`src/rtl/ascon_host.sv`:
```
// ascon_host: host-side initiator for the ascon AEAD core.
// Takes one job (key, nonce, lengths, mode) plus a source word stream, feeds the
// core's key/nonce/assoc/data channels in order, forwards the core's output words,
// and captures and checks the tag, with a timeout on the tag wait.
module ascon_host #(
    parameter int TIMEOUT_CYCLES = 64,
    parameter int LEN_W          = 4
) (
    input  logic              clk,
    input  logic              rst,
    input  logic              start,
    input  logic              mode,
    input  logic [127:0]      key,
    input  logic [127:0]      nonce,
    input  logic [127:0]      exp_tag,
    input  logic [LEN_W-1:0]  assoc_len,
    input  logic [LEN_W-1:0]  data_len,
    input  logic [31:0]       src_data,
    input  logic              src_valid,
    output logic              src_ready,
    output logic              core_rst,
    output logic              core_mode,
    output logic [31:0]       key_out,
    output logic [31:0]       nonce_out,
    output logic [31:0]       assoc_out,
    output logic [31:0]       data_out,
    output logic              key_valid,
    output logic              nonce_valid,
    output logic              assoc_valid,
    output logic              data_valid,
    input  logic              key_ready,
    input  logic              nonce_ready,
    input  logic              assoc_ready,
    input  logic              data_ready,
    output logic [1:0]        data_type,
    output logic              data_last,
    input  logic [31:0]       core_dout,
    input  logic              core_dout_valid,
    input  logic              core_dout_last,
    input  logic [127:0]      core_tag,
    input  logic              core_tag_valid,
    output logic [31:0]       res_data,
    output logic              res_valid,
    output logic              res_last,
    output logic [127:0]      tag_out,
    output logic              tag_ok,
    output logic              busy,
    output logic              done,
    output logic              err
);

    localparam int TMO_W = $clog2(TIMEOUT_CYCLES + 1);

    typedef enum logic [2:0] {
        S_IDLE,
        S_KEY,
        S_NONCE,
        S_ASSOC,
        S_DATA,
        S_WAIT_TAG
    } state_t;

    state_t             r_state;
    state_t             w_state_nx;

    logic               r_mode;
    logic [127:0]       r_key;
    logic [127:0]       r_nonce;
    logic [127:0]       r_exp_tag;
    logic [LEN_W-1:0]   r_alen;
    logic [LEN_W-1:0]   r_dlen;
    logic [LEN_W-1:0]   r_cnt;
    logic [TMO_W-1:0]   r_tmo;
    logic               r_core_rst;
    logic               r_done;
    logic               r_err;
    logic               r_tag_ok;
    logic [127:0]       r_tag;
    logic [31:0]        r_res_data;
    logic               r_res_valid;
    logic               r_res_last;

    logic               w_start_ok;
    logic               w_start_bad;
    logic               w_tag_hit;
    logic               w_tmo_exp;
    logic               w_cnt_inc;
    logic               w_cnt_clr;
    logic               w_tmo_load;
    logic               w_busy;
    logic [6:0]         w_widx;

    // Bit offset of the current 32-bit key/nonce word (word 0 is bits 31:0).
    assign w_widx = {r_cnt[1:0], 5'd0};
    assign w_busy = (r_state != S_IDLE);

    // State register; reset aborts any job straight back to IDLE.
    always_ff @(posedge clk) begin
        if (rst) begin
            r_state <= S_IDLE;
        end else begin
            r_state <= w_state_nx;
        end
    end

    // Next-state logic, word-counter control and core channel drive.
    always_comb begin
        w_state_nx  = r_state;
        w_start_ok  = 1'b0;
        w_start_bad = 1'b0;
        w_tag_hit   = 1'b0;
        w_tmo_exp   = 1'b0;
        w_cnt_inc   = 1'b0;
        w_cnt_clr   = 1'b0;
        w_tmo_load  = 1'b0;
        key_valid   = 1'b0;
        key_out     = '0;
        nonce_valid = 1'b0;
        nonce_out   = '0;
        assoc_valid = 1'b0;
        assoc_out   = '0;
        data_valid  = 1'b0;
        data_out    = '0;
        data_type   = 2'd0;
        data_last   = 1'b0;
        src_ready   = 1'b0;
        case (r_state)
            S_IDLE: begin
                if (start) begin
                    if (data_len == '0) begin
                        w_start_bad = 1'b1;
                    end else begin
                        w_start_ok = 1'b1;
                        w_state_nx = S_KEY;
                    end
                end
            end
            S_KEY: begin
                key_valid = 1'b1;
                key_out   = r_key[w_widx +: 32];
                if (key_ready) begin
                    if (r_cnt[1:0] == 2'd3) begin
                        w_cnt_clr  = 1'b1;
                        w_state_nx = S_NONCE;
                    end else begin
                        w_cnt_inc = 1'b1;
                    end
                end
            end
            S_NONCE: begin
                nonce_valid = 1'b1;
                nonce_out   = r_nonce[w_widx +: 32];
                if (nonce_ready) begin
                    if (r_cnt[1:0] == 2'd3) begin
                        w_cnt_clr  = 1'b1;
                        w_state_nx = (r_alen == '0) ? S_DATA : S_ASSOC;
                    end else begin
                        w_cnt_inc = 1'b1;
                    end
                end
            end
            S_ASSOC: begin
                assoc_valid = src_valid;
                assoc_out   = src_data;
                src_ready   = assoc_ready;
                if (src_valid && assoc_ready) begin
                    if (r_cnt == r_alen - LEN_W'(1)) begin
                        w_cnt_clr  = 1'b1;
                        w_state_nx = S_DATA;
                    end else begin
                        w_cnt_inc = 1'b1;
                    end
                end
            end
            S_DATA: begin
                data_valid = src_valid;
                data_out   = src_data;
                data_type  = r_mode ? 2'd1 : 2'd2;
                data_last  = (r_cnt == r_dlen - LEN_W'(1));
                src_ready  = data_ready;
                if (src_valid && data_ready) begin
                    if (data_last) begin
                        w_cnt_clr  = 1'b1;
                        w_tmo_load = 1'b1;
                        w_state_nx = S_WAIT_TAG;
                    end else begin
                        w_cnt_inc = 1'b1;
                    end
                end
            end
            S_WAIT_TAG: begin
                // A tag arriving on the expiry cycle still counts as success.
                if (core_tag_valid) begin
                    w_tag_hit  = 1'b1;
                    w_state_nx = S_IDLE;
                end else if (r_tmo <= TMO_W'(1)) begin
                    w_tmo_exp  = 1'b1;
                    w_state_nx = S_IDLE;
                end
            end
            default: begin
                w_state_nx = S_IDLE;
            end
        endcase
    end

    // Job latches, counters, result capture and registered status pulses.
    always_ff @(posedge clk) begin
        if (rst) begin
            r_mode      <= 1'b0;
            r_cnt       <= '0;
            r_tmo       <= '0;
            r_core_rst  <= 1'b1;
            r_done      <= 1'b0;
            r_err       <= 1'b0;
            r_tag_ok    <= 1'b0;
            r_tag       <= '0;
            r_res_data  <= '0;
            r_res_valid <= 1'b0;
            r_res_last  <= 1'b0;
        end else begin
            r_core_rst  <= (w_state_nx == S_IDLE);
            r_done      <= w_tag_hit;
            r_err       <= w_start_bad | w_tmo_exp;
            r_res_data  <= w_busy ? core_dout : '0;
            r_res_valid <= w_busy & core_dout_valid;
            r_res_last  <= w_busy & core_dout_valid & core_dout_last;

            if (w_start_ok) begin
                r_mode    <= mode;
                r_key     <= key;
                r_nonce   <= nonce;
                r_exp_tag <= exp_tag;
                r_alen    <= assoc_len;
                r_dlen    <= data_len;
                r_cnt     <= '0;
                r_tag     <= '0;
                r_tag_ok  <= 1'b0;
            end else if (w_cnt_clr) begin
                r_cnt <= '0;
            end else if (w_cnt_inc) begin
                r_cnt <= r_cnt + LEN_W'(1);
            end

            if (w_tmo_load) begin
                r_tmo <= TMO_W'(TIMEOUT_CYCLES);
            end else if (r_state == S_WAIT_TAG && r_tmo != '0) begin
                r_tmo <= r_tmo - TMO_W'(1);
            end

            if (w_tag_hit) begin
                r_tag    <= core_tag;
                r_tag_ok <= r_mode ? 1'b1 : (core_tag == r_exp_tag);
            end else if (w_tmo_exp) begin
                r_tag_ok <= 1'b0;
            end
        end
    end

    assign core_rst  = r_core_rst;
    assign core_mode = r_mode;
    assign res_data  = r_res_data;
    assign res_valid = r_res_valid;
    assign res_last  = r_res_last;
    assign tag_out   = r_tag;
    assign tag_ok    = r_tag_ok;
    assign busy      = w_busy;
    assign done      = r_done;
    assign err       = r_err;

endmodule

```
`config.mk`:
```
export PLATFORM = sky130hd
export DESIGN_NAME = ascon_host
export DESIGN_NICKNAME = d
export VERILOG_FILES = /design/src/rtl/ascon_host.sv
export SDC_FILE = /design/constraint.sdc
export NUM_CORES = 1
export LEC_CHECK = 0
export ABC_AREA = 1
export CORE_AREA = 2 2 355 357
export DETAILED_ROUTE_END_ITERATION = 16
export DIE_AREA = 0 0 357 359
export PLACE_DENSITY = 0.51
export SLEW_MARGIN = 20
export SYNTH_ARGS = -nofsm -noshare
export SYNTH_HDL_FRONTEND = slang
export SYNTH_SLANG_ARGS = --single-unit
```
`constraint.sdc`:
```
create_clock -name clk -period 57.7 [get_ports clk]
set_clock_uncertainty 0.2 [all_clocks]
set_input_delay 11.54 -clock clk [delete_from_list [all_inputs] [get_ports clk]]
set_output_delay 11.54 -clock clk [all_outputs]
set_load 0.01 [all_outputs]
```
==> results.txt, run 1 <==
Vias = 18100
YS warnings = 0
CTS Root Buffer Type = clkbuf_16
Final Max Slew Viols = 0
Site Rows = 130
First-pass DRT Iterations = 5
CORE AREA = 125000 um2
delay-heaviest family, CP = buffers and inverters
# DRC = 0
GPL Wtd Cong = 0.838
XOR/XNOR share of the synthesized area = 0.0419
CTS tree = yes
Yosys top cell by area = edfxtp_1
die footprint = 128000 um2
Buf/Inv on CP = 3
total wire length = 93700 um
DP HPWL = 70000 um
Worst-Skew Late Latency = 0.64 ns
synthesized area per cell = 11.2 um2
Yosys cell types = 33
WP data required = 45.96 ns
Area Growth Syn to Fin = 58.5%
CP Class = input pin to output pin
final setup violation count = 0
nets = 3520
Max-Cap Viols = 0
Worst path most repeated cell = clkdlybuf4s50_1
wire length per cell = 20.2 um
Die Height = 359 um
crit-path max FO = 2
Net Count, Synth = 2624
post-CTS resize count = 0
CP Cell Sequence = clkdlybuf4s50_1 -> inv_1 -> o22ai_1 -> clkdlybuf4s50_1
slowest stage delay, CP = 0.72 ns
Die W = 357 um
synthesized cell area = 22600 um2
worst vdd ir = 23.6 uV
post-synthesis simple-gate area fraction = 0.128
period utilization = 0.428
final hold vios = 0
CTS Hold Bufs = 0
H-tree depth = 3
EDFF count, synth = 392
CP endpoint kind = output pin
GRT Overall Usage = 0.141
RSZ-0062 raised after global routing = false
Synth top area share = 0.521
largest family of logic cells by synthesized area = simple AND/OR/NAND/NOR gates
Slowest-stage cell, CP = clkdlybuf4s50_1
Initial Utilization = 0.181
layout cells sized above 1 = 0.0511
ys flop type = edfxtp_1
largest net degree at the start of global routing = 113
antenna violations before repair = 18
setup bufs post-CTS = 0
Vias/cell = 3.91
maximum clock insertion buffer count = 3
1st-iter DRT viols = 1125
Synth Area in Adders = 0.00388
DP Area = 33400 um2
CP arrival = 12.97 ns
Worst Tran Pin Value = 1.09 ns
Yosys reg bits = 573
Tmin final = 24.71 ns
Compound-Gate Fraction of Synth Area = 0.0961
status = complete, no violations
Synth Instances = 2021
post-route setup slack = 32.99 ns
grt ovf = 0
power per cell area = 27.9 nW/um2
leakage = 12.8 nW
worst hold path type = flip-flop to flip-flop
Final Cell Area = 35800 um2
Post-synth ARST share = 0
ANT nets after route = 0
Num CTS Buffers = 71
Area contributors post-synth = edfxtp_1 (52%), dfxtp_1 (16%), nor2_1 (7.0%)
mux cell area share after synthesis = 0
I/O pin total = 900
sequential share of the synthesized area = 0.682
startpoint types = input pin
dpl ws = 33.04 ns
Max-slew headroom = 0.262
fmax = 40.5 MHz
Clock Sinks = 573
CTS clk-pin slew, worst paths = 0.06 ns
first-pass GRT wire length = 129000 um
IO buf count = 899
vias in the first global route = 17800
setup TNS = 0 ns
[state kept, by name, indices dropped and copies added, names as in the netlist]
register / cells
r_exp_tag: 128
r_key: 128
r_nonce: 128
tag_out: 128
res_data: 32
r_tmo: 7
r_alen: 4
r_cnt: 4
r_dlen: 4
r_state: 3
core_mode: 1
core_rst: 1
done: 1
err: 1
res_last: 1
res_valid: 1
tag_ok: 1
[final cells by class]
| type | count | area, um2 |
|---|---|---|
| timing repair buffer | 924 | 9240 |
| clock buffer | 96 | 1960 |
| tap | 1650 | 2060 |
| clock inverter | 32 | 355 |
| inverter | 166 | 628 |
| sequential | 573 | 15400 |
| multi-input combinational | 1181 | 6100 |
| fill | 13000 | 88800 |
| antenna | 10 | 25.0 |
[where the power goes]
group          switching [mW]  internal (mW)  total, mW  leakage [nW]
clock network           0.185          0.263      0.448          1.12
registers             0.00493          0.455      0.460          5.09
logic                  0.0410         0.0506     0.0916          6.59
total                   0.231          0.768       1.00          12.8
[tightest hold or removal path, stage by stage, from the launching register on]
cell	delay [ns]
dfxtp_1	0.31
nand2_1	0.06
a21oi_1	0.05
[cell usage after synthesis (all sizes together) (2+ instances only)]
cell    instances
nand4          11
inv           166
nor3            9
a21oi          78
clkbuf         49
buf            52
xor2            8
nor3b           2
or2             3
xnor2         100
edfxtp        392
nor2          425
nand2         224
ha              7
nand3          52
dfxtp         181
a32o           92
o21ai         167
[logic make-up (layout without fill, tap and decap cells)]
kind of cell,after synthesis,in the layout
xor gates and xnor gates,108,108
AOI/OAI and AO/OA,340,340
buffers and inverters,267,1218
and+or+nand+nor,726,726
DFF,573,573
adders and majority gates,7,7
other,0,10
[metal layers]
layer | share of wire | vias to the layer above | GRT usage | wire length (um)
met4 | 0.021 | 14 | 0.0403 | 1920
met5 | 0.00098 | - | 0 | 92
li1 | - | 8718 | - | -
met3 | 0.072 | 111 | 0.0416 | 6740
met1 | 0.40 | 8654 | 0.162 | 37300
met2 | 0.51 | 636 | 0.250 | 47700
[per-stage QoR]
step | total power [mW] | instances | hold slack, ns | utilization
4_1_cts | 1.02 | 4621 | 0.273 | 0.287
6_report | 1.00 | 4632 | 0.269 | 0.287
3_5_place_dp | 0.561 | 4493 | 0.260 | 0.268
2_1_floorplan | 0.511 | 2021 | 0.252 | -
5_1_grt | 1.04 | 4629 | 0.298 | 0.287
3_3_place_gp | 0.560 | 4493 | 0.249 | 0.268
[final timing paths]
kind | from | end | slack, ns | cells past startpoint
max | assoc_ready | src_ready | 32.99 | 4
min | tag_out[127]$_SDFFE_PP0P_ | tag_out[127]$_SDFFE_PP0P_ | 0.27 | 2
min reg2reg | tag_out[127]$_SDFFE_PP0P_ | tag_out[127]$_SDFFE_PP0P_ | 0.27 | 2
max reg2reg | r_state[2]$_SDFF_PP0_ | r_nonce[25]$_DFFE_PP_ | 53.34 | 8
[placed cells by master (no fill, tap or decap), types with 10 or more instances in the layout]
cell | synthesis | layout
o21ai_1 | 38 | 38
nand4_1 | 11 | 11
nand2_1 | 223 | 223
a21oi_1 | 78 | 78
nor2_1 | 423 | 423
a32o_1 | 92 | 92
o21ai_0 | 129 | 129
clkdlybuf4s50_1 | 0 | 899
clkbuf_1 | 49 | 17
clkbuf_16 | 0 | 72
dfxtp_1 | 181 | 179
xnor2_1 | 100 | 100
edfxtp_1 | 392 | 392
inv_1 | 156 | 156
buf_4 | 10 | 21
nand3_1 | 49 | 47
diode_2 | 0 | 10
Power figures use the tool's default switching activity.
==> run 2, diff against run 1 <==
Settings changed: CORE_AREA 2 2 355 357 to 2 2 347 349, DIE_AREA 0 0 357 359 to 0 0 349 351, PLACE_DENSITY 0.51 to 0.54.
Clock period 57.7 ns to 21.8 ns, I/O delays scaled along.
==> results.txt, run 2 (same netlist as run 1, synthesis figures left out) <==
post-layout util = 0.298
total wire length = 89400 um
vias in the first global route = 17700
Vias = 18000
Vias/cell = 3.97
GPL Wtd Cong = 0.832
slowest stage delay, CP = 0.61 ns
Switch Pwr = 595 uW
Slowest-stage cell, CP = clkdlybuf4s50_1
post-CTS resize count = 0
IO buf count = 899
commonest non-fill, non-tap cell in the layout = clkdlybuf4s50_1
worst vdd ir = 45.6 uV
Worst-Skew Late Latency = 0.64 ns
Die Height = 351 um
layout cells sized above 1 = 0.0472
Clock Sinks = 573
Area Growth Syn to Fin = 56.9%
Reg2Reg Launch Point = r_state[0]$_SDFF_PP0_
sw frac = 0.232
Die W = 349 um
Flop pwr share = 0.475
WP data required = 17.24 ns
highest-count cells in the layout ignoring fill and taps = clkdlybuf4s50_1 (899), nor2_1 (423), edfxtp_1 (392), nand2_1 (223), dfxtp_1 (179)
leakage = 12.7 nW
startpoint types = input pin
Worst Tran Pin Value = 1.05 ns
nets = 3516
final setup violation count = 0
I/O pin total = 900
Worst path most repeated cell = clkdlybuf4s50_1
Final Max Slew Viols = 0
# DRC = 0
1st-iter DRT viols = 1265
cell count after placement = 4389
Site Rows = 127
DP HPWL = 66200 um
fmax = 96.6 MHz
first-pass GRT wire length = 123000 um
H-tree depth = 3
CP Cell Sequence = clkdlybuf4s50_1 -> inv_1 -> nor2_1 -> clkdlybuf4s50_1
CTS tree = yes
period utilization = 0.475
CTS clk-pin slew, worst paths = 0.05 ns
hold_sp = tag_out[0]$_SDFFE_PP0P_
Num CTS Buffers = 70
status = complete, no violations
worst hold path type = flip-flop to flip-flop
ANT nets after route = 0
Logic pwr share = 0.094
Initial Utilization = 0.190
Max-slew headroom = 0.302
die footprint = 122000 um2
wire length per cell = 19.8 um
Worst Setup SP = src_data[19]
crit-path max FO = 2
GRT Overall Usage = 0.138
CTS Hold Bufs = 0
CORE AREA = 119000 um2
fill count = 12300
grt ovf = 0
maximum clock insertion buffer count = 3
Int Pwr = 1.97 mW
antenna violations before repair = 19
Tmin final = 10.35 ns
RSZ-0062 raised after global routing = false
power per cell area = 72.5 nW/um2
CTS Root Buffer Type = clkbuf_16
final hold vios = 0
Cell Count, Final, Fillers Out = 4527
setup TNS = 0 ns
CP Class = input pin to output pin
setup bufs post-CTS = 0
largest net degree at the start of global routing = 165
clock power share = 0.432
CP endpoint kind = output pin
Max-Cap Viols = 0
CP arrival = 5.79 ns
First-pass DRT Iterations = 5
[run 2: critical path, delay by kind of cell]
kind / cells / cell delay (ns)
buf+inv: 3 / 1.11
simple gates: 1 / 0.32
[run 2: cell type report]
cell class / instances / area (um2) / area share
multi-input cells: 1181 / 6110 / 0.173
flip-flops and latches: 573 / 15400 / 0.435
well taps: 1548 / 1940 / 0.0547
clock inverters: 22 / 141 / 0.00399
diodes: 12 / 30.0 / 0.000848
clock buffers: 104 / 1990 / 0.0562
repair buffers: 921 / 9180 / 0.259
inverters: 166 / 628 / 0.0177
[run 2: final timing paths]
kind                              to  slack, ns  cells after the start
max                     data_out[19]      11.45                      4
min          tag_out[0]$_SDFFE_PP0P_       0.27                      2
max reg2reg    r_nonce[59]$_DFFE_PP_      17.65                      6
min reg2reg  tag_out[0]$_SDFFE_PP0P_       0.27                      2
[run 2: stage by stage]
step / instance area (um2) / setup slack [ns] / total power, mW / hold slack [ns]
finish: 35400 / 11.45 / 2.57 / 0.269
global placement: 33300 / 11.46 / 1.48 / 0.249
global route: 35400 / 11.35 / 2.67 / 0.296
detailed placement: 33300 / 11.45 / 1.48 / 0.259
CTS: 35400 / 11.45 / 2.61 / 0.270
floorplan: 22600 / 1.07 / 1.34 / 0.252
[run 2: layer usage]
metal | part of all wire | GRT usage | wire length [um]
met1 | 0.40 | 0.163 | 35500
met2 | 0.51 | 0.237 | 45200
met3 | 0.075 | 0.0405 | 6690
met4 | 0.022 | 0.0500 | 1970
met5 | 0.00077 | 0 | 69
[run 2: power groups by stage]
stage | logic [mW] | registers (mW) | clock network [mW]
CTS | 0.244 | 1.22 | 1.15
detailed placement | 0.243 | 1.24 | 0
floorplan | 0.0799 | 1.26 | 0
global route | 0.260 | 1.22 | 1.19
finish | 0.240 | 1.22 | 1.11
global placement | 0.240 | 1.24 | 0
==> run 3, diff against run 2 <==
Clock period 21.8 ns to 9.39 ns, I/O delays scaled along.
==> results.txt, run 3 (same netlist as run 1, synthesis figures left out) <==
Worst path most repeated cell = clkdlybuf4s50_1
leakage = 12.8 nW
CTS Hold Bufs = 0
total wire length = 90300 um
final setup violation count = 0
power per cell area = 170 nW/um2
Die W = 349 um
GPL Wtd Cong = 0.830
GRT Overall Usage = 0.139
antenna violations before repair = 21
I/O pin total = 900
WP data required = 7.31 ns
Site Rows = 127
maximum clock insertion buffer count = 3
worst hold path type = flip-flop to flip-flop
Final Max Slew Viols = 0
CP endpoint kind = output pin
vias in the first global route = 18000
first-pass GRT wire length = 124000 um
CORE AREA = 119000 um2
First-pass DRT Iterations = 5
ANT nets after route = 0
die footprint = 122000 um2
Max-Cap Viols = 0
WHS = 0.273 ns
CP Class = input pin to output pin
crit-path max FO = 2
setup bufs post-CTS = 0
CP arrival = 3.55 ns
Initial Utilization = 0.190
largest net degree at the start of global routing = 167
Die Height = 351 um
fmax = 178 MHz
CTS clk-pin slew, worst paths = 0.05 ns
Slowest-stage cell, CP = clkdlybuf4s50_1
final hold vios = 0
Clock Sinks = 573
# DRC = 0
Max-slew headroom = 0.158
RSZ-0062 raised after global routing = false
Tmin final = 5.63 ns
grt ovf = 0
Buf/Inv on CP = 3
delay-heaviest family, CP = buffers and inverters
Area Growth Syn to Fin = 57.7%
IO buf count = 899
wire length per cell = 19.9 um
highest-count cells in the layout ignoring fill and taps = clkdlybuf4s50_1 (899), nor2_1 (423), edfxtp_1 (392), nand2_1 (223), dfxtp_1 (179)
worst vdd ir = 108 uV
Worst-Skew Late Latency = 0.63 ns
CP Cell Sequence = clkdlybuf4s50_1 -> inv_1 -> o22ai_1 -> clkdlybuf4s50_1
slowest stage delay, CP = 0.67 ns
nets = 3517
1st-iter DRT viols = 1109
total power = 6.07 mW
period utilization = 0.599
post-CTS resize count = 0
CTS Root Buffer Type = clkbuf_16
startpoint types = input pin
status = complete, no violations
DP HPWL = 66300 um
Num CTS Buffers = 72
commonest non-fill, non-tap cell in the layout = clkdlybuf4s50_1
layout cells sized above 1 = 0.0508
CTS tree = yes
Worst Tran Pin Value = 1.26 ns
Vias = 18300
Vias/cell = 4.02
H-tree depth = 3
==> run 3: changes by cell type in the layout (fill, tap and decap cells not counted), sizes merged <==
cell	delta
buf	-1
clkinv	+12
clkbuf	-11
bufinv	+1
inv	-1
clkinvlp	+5
diode	+3
==> run 3: worst paths after layout <==
path	startpoint	to	slack, ns	cells past startpoint
max	assoc_ready	src_ready	3.76	4
max reg2reg	r_state[2]$_SDFF_PP0_	r_nonce[41]$_DFFE_PP_	6.29	5
min	tag_out[52]$_SDFFE_PP0P_	tag_out[52]$_SDFFE_PP0P_	0.27	2
min reg2reg	tag_out[52]$_SDFFE_PP0P_	tag_out[52]$_SDFFE_PP0P_	0.27	2
==> run 3: stage by stage <==
| stage | setup TNS, ns | area (um2) | utilization | cells | worst slack [ns] |
|---|---|---|---|---|---|
| 5_1_grt | 0 | 35600 | 0.299 | 4533 | 3.77 |
| 6_report | 0 | 35600 | 0.299 | 4535 | 3.76 |
| 3_5_place_dp | 0 | 33300 | 0.280 | 4388 | 3.85 |
| 2_1_floorplan | -1040.55 | 22600 | - | 2021 | -2.65 |
| 4_1_cts | 0 | 35600 | 0.299 | 4520 | 3.84 |
| 3_3_place_gp | 0 | 33300 | 0.280 | 4388 | 3.79 |
==> run 3: layer usage <==
layer  up-vias  routed length [um]  GRT usage
li1       8725                   -          -
met1      8704               35700      0.164
met2       682               45300      0.238
met3       137                6230     0.0378
met4         4                3150     0.0611
met5         -                  26          0
==> run 3: worst register-to-register path, cell delays in order, from the launching register on <==
cell,delay [ns]
dfxtp_1,0.38
inv_2,0.10
nand4_1,0.19
nor3_4,0.19
buf_4,0.62
buf_12,0.55
==> run 3: cell type report <==
class	count	area, um2
inverters	166	628
multi-input cells	1181	6110
repair buffers	920	9210
well taps	1548	1940
fillers	12300	83400
clock buffers	93	1980
flip-flops and latches	573	15400
diodes	15	37.5
clock inverters	39	292
==> run 3: report_power, final <==
| group | total, mW | switching (mW) | internal [mW] |
|---|---|---|---|
| registers | 2.83 | 0.0293 | 2.80 |
| clock network | 2.68 | 1.15 | 1.53 |
| logic | 0.562 | 0.253 | 0.309 |
| total | 6.07 | 1.43 | 4.64 |
